--- src/rtl/multi_key_state_ctrl.sv ---
// Key-to-state controller: three debounced active-low buttons step NUM_CH
// bounded state registers, with wrap or saturate limits and hold-to-repeat.
module multi_key_state_ctrl #(
    parameter int DB_BITS    = 19,
    parameter int NUM_CH     = 4,
    parameter int STATE_W    = 5,
    parameter int STATE_MAX  = 31,
    parameter int WRAP       = 1,
    parameter int HOLD_CYC   = 25000000,
    parameter int REPEAT_CYC = 5000000,
    localparam int CH_W      = (NUM_CH > 1) ? $clog2(NUM_CH) : 1
) (
    input  logic                      clk,
    input  logic                      rst_n,
    input  logic [2:0]                I_Key,
    output logic [NUM_CH*STATE_W-1:0] state_o,
    output logic [CH_W-1:0]           ch_o,
    output logic [STATE_W-1:0]        cur_state_o,
    output logic                      step_o,
    output logic                      limit_o
);
    localparam int HOLD_W = (HOLD_CYC > 0) ? $clog2(HOLD_CYC + 1) : 1;
    localparam int REP_W  = (REPEAT_CYC > 0) ? $clog2(REPEAT_CYC + 1) : 1;
    localparam int SUM_W  = STATE_W + 1;
    localparam logic [HOLD_W-1:0]  HOLD_LIM = HOLD_W'(HOLD_CYC);
    localparam logic [REP_W-1:0]   REP_LIM  = REP_W'(REPEAT_CYC);
    localparam logic [SUM_W-1:0]   MAX_EXT  = SUM_W'(STATE_MAX);
    localparam logic [STATE_W-1:0] MAX_ST   = STATE_W'(STATE_MAX);
    localparam logic [CH_W-1:0]    CH_LAST  = CH_W'(NUM_CH - 1);

    logic [2:0]          sync1_r;
    logic [2:0]          sync2_r;
    logic [2:0]          db_r;
    logic [2:0]          db_prev_r;
    logic [DB_BITS-1:0]  db_cnt_r [3];
    logic [2:0]          press_s;
    logic [HOLD_W-1:0]   hold_cnt_r [2];
    logic [REP_W-1:0]    rep_cnt_r [2];
    logic [1:0]          rep_evt_s;
    logic                inc_evt_s;
    logic                dec_evt_s;
    logic [STATE_W-1:0]  state_r [NUM_CH];
    logic [CH_W-1:0]     ch_r;
    logic                step_r;
    logic [STATE_W-1:0]  cur_s;
    logic [STATE_W-1:0]  nxt_s;
    logic [SUM_W-1:0]    inc_sum_s;
    logic [SUM_W-1:0]    dec_dif_s;
    logic                chg_s;

    // Two-flop synchroniser, debounce window and registered debounced copy per key
    always_ff @(posedge clk or negedge rst_n) begin
        if (!rst_n) begin
            sync1_r   <= 3'b111;
            sync2_r   <= 3'b111;
            db_r      <= 3'b111;
            db_prev_r <= 3'b111;
            for (int k = 0; k < 3; k++) begin
                db_cnt_r[k] <= {DB_BITS{1'b0}};
            end
        end else begin
            sync1_r   <= I_Key;
            sync2_r   <= sync1_r;
            db_prev_r <= db_r;
            for (int k = 0; k < 3; k++) begin
                if (sync2_r[k] == db_r[k]) begin
                    db_cnt_r[k] <= {DB_BITS{1'b0}};
                end else if (&db_cnt_r[k]) begin
                    db_r[k]     <= sync2_r[k];
                    db_cnt_r[k] <= {DB_BITS{1'b0}};
                end else begin
                    db_cnt_r[k] <= db_cnt_r[k] + DB_BITS'(1);
                end
            end
        end
    end

    assign press_s = db_prev_r & ~db_r;

    // Hold timer saturates at HOLD_CYC; the repeat timer then cycles 1..REPEAT_CYC
    always_ff @(posedge clk or negedge rst_n) begin
        if (!rst_n) begin
            for (int k = 0; k < 2; k++) begin
                hold_cnt_r[k] <= {HOLD_W{1'b0}};
                rep_cnt_r[k]  <= {REP_W{1'b0}};
            end
        end else begin
            for (int k = 0; k < 2; k++) begin
                if (db_r[k] || (REPEAT_CYC == 0)) begin
                    hold_cnt_r[k] <= {HOLD_W{1'b0}};
                    rep_cnt_r[k]  <= {REP_W{1'b0}};
                end else if (hold_cnt_r[k] != HOLD_LIM) begin
                    hold_cnt_r[k] <= hold_cnt_r[k] + HOLD_W'(1);
                end else if (rep_cnt_r[k] == REP_LIM) begin
                    rep_cnt_r[k] <= REP_W'(1);
                end else begin
                    rep_cnt_r[k] <= rep_cnt_r[k] + REP_W'(1);
                end
            end
        end
    end

    // First repeat fires on reaching HOLD_CYC, later ones each time the repeat timer wraps
    always_comb begin
        rep_evt_s = 2'b00;
        for (int k = 0; k < 2; k++) begin
            if ((REPEAT_CYC > 0) && !db_r[k] && (hold_cnt_r[k] == HOLD_LIM) &&
                ((rep_cnt_r[k] == {REP_W{1'b0}}) || (rep_cnt_r[k] == REP_LIM))) begin
                rep_evt_s[k] = 1'b1;
            end else begin
                rep_evt_s[k] = 1'b0;
            end
        end
    end

    assign inc_evt_s = press_s[0] | rep_evt_s[0];
    assign dec_evt_s = press_s[1] | rep_evt_s[1];

    // Next value for the selected channel, computed one bit wider than the field
    always_comb begin
        cur_s     = state_r[ch_r];
        inc_sum_s = {1'b0, cur_s} + SUM_W'(1);
        dec_dif_s = {1'b0, cur_s} - SUM_W'(1);
        nxt_s     = cur_s;
        if (inc_evt_s && !dec_evt_s) begin
            if (inc_sum_s > MAX_EXT) begin
                if (WRAP != 0) begin
                    nxt_s = {STATE_W{1'b0}};
                end else begin
                    nxt_s = cur_s;
                end
            end else begin
                nxt_s = inc_sum_s[STATE_W-1:0];
            end
        end else if (dec_evt_s && !inc_evt_s) begin
            if (dec_dif_s[STATE_W]) begin
                if (WRAP != 0) begin
                    nxt_s = MAX_ST;
                end else begin
                    nxt_s = cur_s;
                end
            end else begin
                nxt_s = dec_dif_s[STATE_W-1:0];
            end
        end else begin
            nxt_s = cur_s;
        end
        chg_s = (nxt_s != cur_s);
    end

    // State fields, step pulse and channel pointer; the step uses the pre-advance channel
    always_ff @(posedge clk or negedge rst_n) begin
        if (!rst_n) begin
            for (int c = 0; c < NUM_CH; c++) begin
                state_r[c] <= {STATE_W{1'b0}};
            end
            ch_r   <= {CH_W{1'b0}};
            step_r <= 1'b0;
        end else begin
            if (chg_s) begin
                state_r[ch_r] <= nxt_s;
            end
            step_r <= chg_s;
            if (press_s[2]) begin
                if (ch_r == CH_LAST) begin
                    ch_r <= {CH_W{1'b0}};
                end else begin
                    ch_r <= ch_r + CH_W'(1);
                end
            end
        end
    end

    for (genvar g = 0; g < NUM_CH; g++) begin : g_state_out
        assign state_o[g*STATE_W +: STATE_W] = state_r[g];
    end

    assign ch_o        = ch_r;
    assign step_o      = step_r;
    assign cur_state_o = cur_s;
    assign limit_o     = (cur_s == {STATE_W{1'b0}}) || (cur_s == MAX_ST);

endmodule

--- config.mk ---
export PLATFORM = sky130hd
export DESIGN_NAME = multi_key_state_ctrl
export DESIGN_NICKNAME = d
export VERILOG_FILES = /design/src/rtl/multi_key_state_ctrl.sv
export SDC_FILE = /design/constraint.sdc
export NUM_CORES = 1
export LEC_CHECK = 0
export ABC_AREA = 1
export CORE_ASPECT_RATIO = 1.4
export CORE_MARGIN = 10
export CORE_UTILIZATION = 45
export DETAILED_ROUTE_END_ITERATION = 16
export GPL_ROUTABILITY_DRIVEN = 0
export PLACE_DENSITY = 0.58
export SYNTH_ARGS = -nofsm -noshare
export SYNTH_HDL_FRONTEND = slang
export SYNTH_SLANG_ARGS = --single-unit
--- constraint.sdc ---
create_clock -name clk -period 2.6 [get_ports clk]
set_clock_uncertainty 0.1 [all_clocks]
set_input_delay 0.52 -clock clk [delete_from_list [all_inputs] [get_ports clk]]
set_output_delay 0.52 -clock clk [all_outputs]
set_load 0.1 [all_outputs]
After elaboration in Yosys (flattened, before gate mapping)
Cells that the tools add are included.
{ "word_totals": {"regBits": 188, "inputBits": 5, "output_inout_bits": 29, "wordCells": 108} }
{ "classes": {"add_sub_neg": 10, "n_lt_le_gt_ge": 3, "eq_ne": 14, "n_mux": 29, "n_bitwise": 8, "n_reduce_logical": 25} }
{ "op_table": {"columns": ["operator", "count"], "rows": [
  ["$mux 23", 6],
  ["$mux 19", 6],
  ["$mux 25", 4],
  ["$reduce_and 20->1", 3],
  ["$add 19x1->19 const B", 3],
  ["$reduce_and 19->1", 3],
  ["$add 25x1->25 const B", 2],
  ["$eq 25x25->1 const B", 2],
  ["$ne 25x25->1 const B", 2],
  ["$add 23x1->23 const B", 2],
  ["$eq 23x23->1 const B", 2],
  ["$logic_not 23->1", 2],
  ["$mux 5", 7],
  ["$bwmux 20", 1],
  ["$bmux 5 s2", 1],
  ["$demux 5 s2", 1],
  ["$logic_and 1x1->1", 7],
  ["$add 5x1->6 const B", 1],
  ["$gt 6x5->1 const B", 1],
  ["$sub 5x1->6 const B", 1],
  ["$eq 5x5->1 const B", 1],
  ["$logic_not 5->1", 1],
  ["$ne 5x5->1", 1],
  ["$logic_not 1->1", 4],
  ["other kinds (15)", 25]
]} }

Longest topological paths before layout
{ "logic_depth": {"depth_word": 10, "ltp_mapped": 16, "ltp_nobuf": 15} }

Worst setup path after synthesis
No wires, ideal clock.
{ "synth_path": {"path_kind": "register to output", "start": "register ch_r[0], in the netlist ch_o[0]", "end": "output limit_o", "arrival_time_ns": 3.599, "required_ns": 1.980, "setup_slack_ns": -1.619, "stages_incl_launch_ff": 11, "n_path_buf": 1, "cell_sequence": "dfrtp_1 -> buf_2 -> nand2_1 -> nand3_1 -> nand2_1 -> inv_1 -> ha_1 -> inv_1 -> nor2_1 -> nand3_1 -> nand2_1"} }
{ "synth_via": {"elab_chain_cells": 6, "elab_cells_between_ends": 7, "cone_classes": "eq/ne (1); mux (3); bitwise (1); reduce/logical (2)"} }
{ "synth_lines": {"columns": ["element", "line", "text"], "rows": [
  ["from (decl)", "43", "logic [CH_W-1:0] ch_r;"],
  ["from (signal assigned)", "157", "ch_r <= {CH_W{1'b0}};"],
  ["from (signal assigned)", "166", "ch_r <= {CH_W{1'b0}};"],
  ["from (signal assigned)", "168", "ch_r <= ch_r + CH_W'(1);"],
  ["$not 2->3 (not written as such) *", "121", "cur_s = state_r[ch_r];"],
  ["$bmux 5 s2 *", "121", null],
  ["$mux 5 (not written as such) * (2 in a row)", "121", null],
  ["named net cur_state_o[0]", "18", "output logic [STATE_W-1:0] cur_state_o,"],
  ["$eq 5x5->1 / $logic_not 5->1 (equally long branches)", "181", "assign limit_o = (cur_s == {STATE_W{1'b0}}) || (cur_s == MAX_ST);"],
  ["$logic_or 1x1->1 *", "181", null],
  ["to (decl)", "20", "output logic limit_o"]
]} }
Mark *: on every way through the listed nets, which the timed path passes. The rest lies on a longest branch. The select of a mux whose other input is x is not followed.

Final worst setup path
{ "layout_path": {"start": "register ch_r[0], in the netlist ch_o[0]", "end": "output limit_o"} }
{ "layout_via": {"elab_chain_cells": 6, "elab_cells_between_ends": 7, "cone_classes": "eq/ne (1); mux (3); bitwise (1); reduce/logical (2)"} }
{ "layout_lines": {"columns": ["element", "line"], "rows": [
  ["$not 2->3 (not written as such) *", "121"],
  ["$bmux 5 s2 *", "121"],
  ["$mux 5 (not written as such) * (2 in a row)", "121"],
  ["$eq 5x5->1 / $logic_not 5->1 (equally long branches)", "181"],
  ["$logic_or 1x1->1 *", "181"]
]} }
Every way passes the cells marked *; elsewhere a longest branch is shown, timed or not. The select of a mux whose other input is x is not followed.

==> flow_summary.ini <==
[critical_path]
setup.worst_path.start = ch_o[0]
required_ns = 1.98
start_kind = flip-flop
criticalPathCategory = reg2out
cp_max_fo = 6
crit_path_end_kind = output pin
crit_arrival_ns = 2.08
r2r-start = rep_cnt_r[23]

[timing]
slew-limit-headroom = 0.487
fin_crit_ns = 2.70
slew_viol_final = 0
tns_ns = -0.0963
post-route-period-util = 1.04
max_freq_mhz = 371
setup_viol = 1
rsz0062_at_grt = yes
worst_pin_slew_ns = 0.763
holdWs_ns = 0.256
setup_slack_ns = -0.0963
hold_violations = 0

[status]
violations = setup timing
status = finished, violations left

[synth]
synthSimpleGateAreaFrac = 0.310
yosys_warnings = 0
ys_types = 48
synthMuxAreaShare = 0.000971
synth_top_family_by_area = simple AND/OR/NAND/NOR gates
ys.flop_type = dfrtp_1
yosysSeqAreaShare = 0.458
synthCells = 1327
synth_area_um2 = 10300
synthArstFlopShare = 1.00
synth_enable_flop_cells = 0
synth.avg_cell_area_um2 = 7.77
synthAdderAreaFrac = 0.0219
synth-seq-cells = 188
synth_xor_area_frac = 0.0527
synth_compound_area_frac = 0.0872
synth_nets = 1350

[clock_tree]
cts_sinks = 188
cts.clk_slew.worst_paths_ns = 0.07
cts_tree = done
cts_buffer_depth = 2
cts_root_buf = clkbuf_16
cts.htree.levels = 4
numCtsBuffers = 17
clock_latency_ns = 0.44

[run]
maxCapViolations = 0

[routing]
drt-total-wl_mm = 24.0
vias_per_cell = 5.06
ant_nets = 0
drc = 0
wire_per_inst_um = 14.0
first_pass_iters = 5
via_count = 8702
drt_iter0_drc = 483

[floorplanning]
placementRows = 65
start_util = 0.457
die_w_um = 148
io_pins = 34
die_area_um2 = 29400
core_area_um2 = 22500
die_h_um = 199

[final_layout]
fin_util = 0.537
stdcell_area_um2 = 12100
stdcell_count = 1720
drive_above_1_share = 0.147
num-nets-final = 1429
area_delta_synth_final_pct = 17.3
antenna_cells = 0

[placed_design]
placed_area_um2 = 11200
hpwl_mm = 17.6
portBuffers = 33
placed_cells = 1666

[min_path]
hp-class = reg2reg
min_from = sync1_r[1]

[grt]
grt_first_pass_wirelength_mm = 41.4
grt_max_degree = 61
first_global_vias = 8825
overflow = 0
antenna_found_initial = 0
grt_usage = 0.169

[power]
power.density_nw_per_um2 = 474
p_leak_nw = 5.42
peakVddDrop_mv = 0.481
cells in the mapped netlist, types with 7 or more instances:
cell type	n	area, µm²
o22ai_1	22	138
nor3b_1	7	52.6
nand2_1	302	1130
clkbuf_1	10	37.5
a21oi_1	39	195
inv_1	148	556
nor2_1	177	664
ha_1	18	225
xnor2_1	21	184
nand4_1	19	119
nand3_1	103	515
nor2_2	12	75.1
xor2_1	41	359
o21ai_0	48	240
o211ai_1	7	52.6
nor4_1	16	100
dfrtp_1	176	4400
nor3_1	59	295
a31oi_1	8	50.1
dfstp_2	12	315
inv_2	20	75.1
state kept, by name, summed over array words and instances (netlist names):
name,flops
db_cnt_r,57
hold_cnt_r,50
rep_cnt_r,46
state_o,20
db_prev_r,3
db_r,3
sync1_r,3
sync2_r,3
ch_o,2
step_o,1
final timing paths:
check	endpoint	slack, ns	depth (start not counted)
min in group asynchronous	rep_cnt_r[16]	0.48	2
setup reg to reg	state_o[15]	0.31	13
hold reg to reg	sync2_r[1]	0.26	0
max in group asynchronous	db_r[0]	1.24	3
setup / recovery	limit_o	-0.1	11
hold / removal	sync2_r[1]	0.26	0
routing by layer:
metal,vias up,global-route usage,part of all wire
met1,4073,0.196,0.44
met4,0,0.0581,0.018
li1,4476,-,-
met3,36,0.0276,0.028
met5,-,0,0
met2,117,0.307,0.52
cells by family (layout without fill, tap and decap cells):
logic type,after synthesis,after routing
simple gates,721,721
xor+xnor,62,62
mux,1,1
flops,188,188
compound gates,149,149
fa+ha+maj,18,18
buf+inv,188,280
layout make-up:
class | count | area [µm²]
timing repair buffer | 76 | 711
tap | 301 | 377
clock buffer | 18 | 429
inverter | 172 | 673
fill | 2166 | 10400
clock inverter | 14 | 165
multi-input combinational | 951 | 4990
sequential | 188 | 4740
timing repair:
action / CTS / global route
hold endpoints to repair: 37 / 0
hold buffers: 1 / 0
buffers inserted: 18 / 3
endpoints found under the setup margin: 1 / 12
gates resized for setup: 18 / 4
pin swaps: 7 / 5
power breakdown:
group,total [mW],switching (mW),internal (mW)
Combinational,0.117,0.0836,0.0332
Sequential,2.95,0.0111,2.94
Clock,2.66,1.22,1.44
through the flow:
step	setup WS, ns	total power, mW
3_3_place_gp	0.198	3.13
6_report	-0.0963	5.73
5_1_grt	-0.165	5.93
2_1_floorplan	-0.333	3.04
3_5_place_dp	0.180	3.13
4_1_cts	-0.0959	5.80
critical path, stage by stage (launching register included):
cell and delay [ns]:
dfrtp_4 0.55, buf_6 0.14, nand2_1 0.06, nand3_2 0.08, nand2_4 0.11, clkinvlp_4 0.11, ha_4 0.17, inv_2 0.06
nor2_4 0.04, nand3_4 0.10, nand2_8 0.05, buf_12 0.16
cells in the final DEF (no fill, tap or decap), types with 19 or more instances in the layout:
cell,count
dfrtp_1,162
nand3_1,97
o22ai_1,22
o21ai_0,48
nand2_1,295
inv_1,142
inv_2,20
buf_4,59
nor2_1,176
xor2_1,41
nand4_1,19
a21oi_1,39
nor3_1,59
xnor2_1,21
Note: power is estimated with default switching activity, not from simulation.
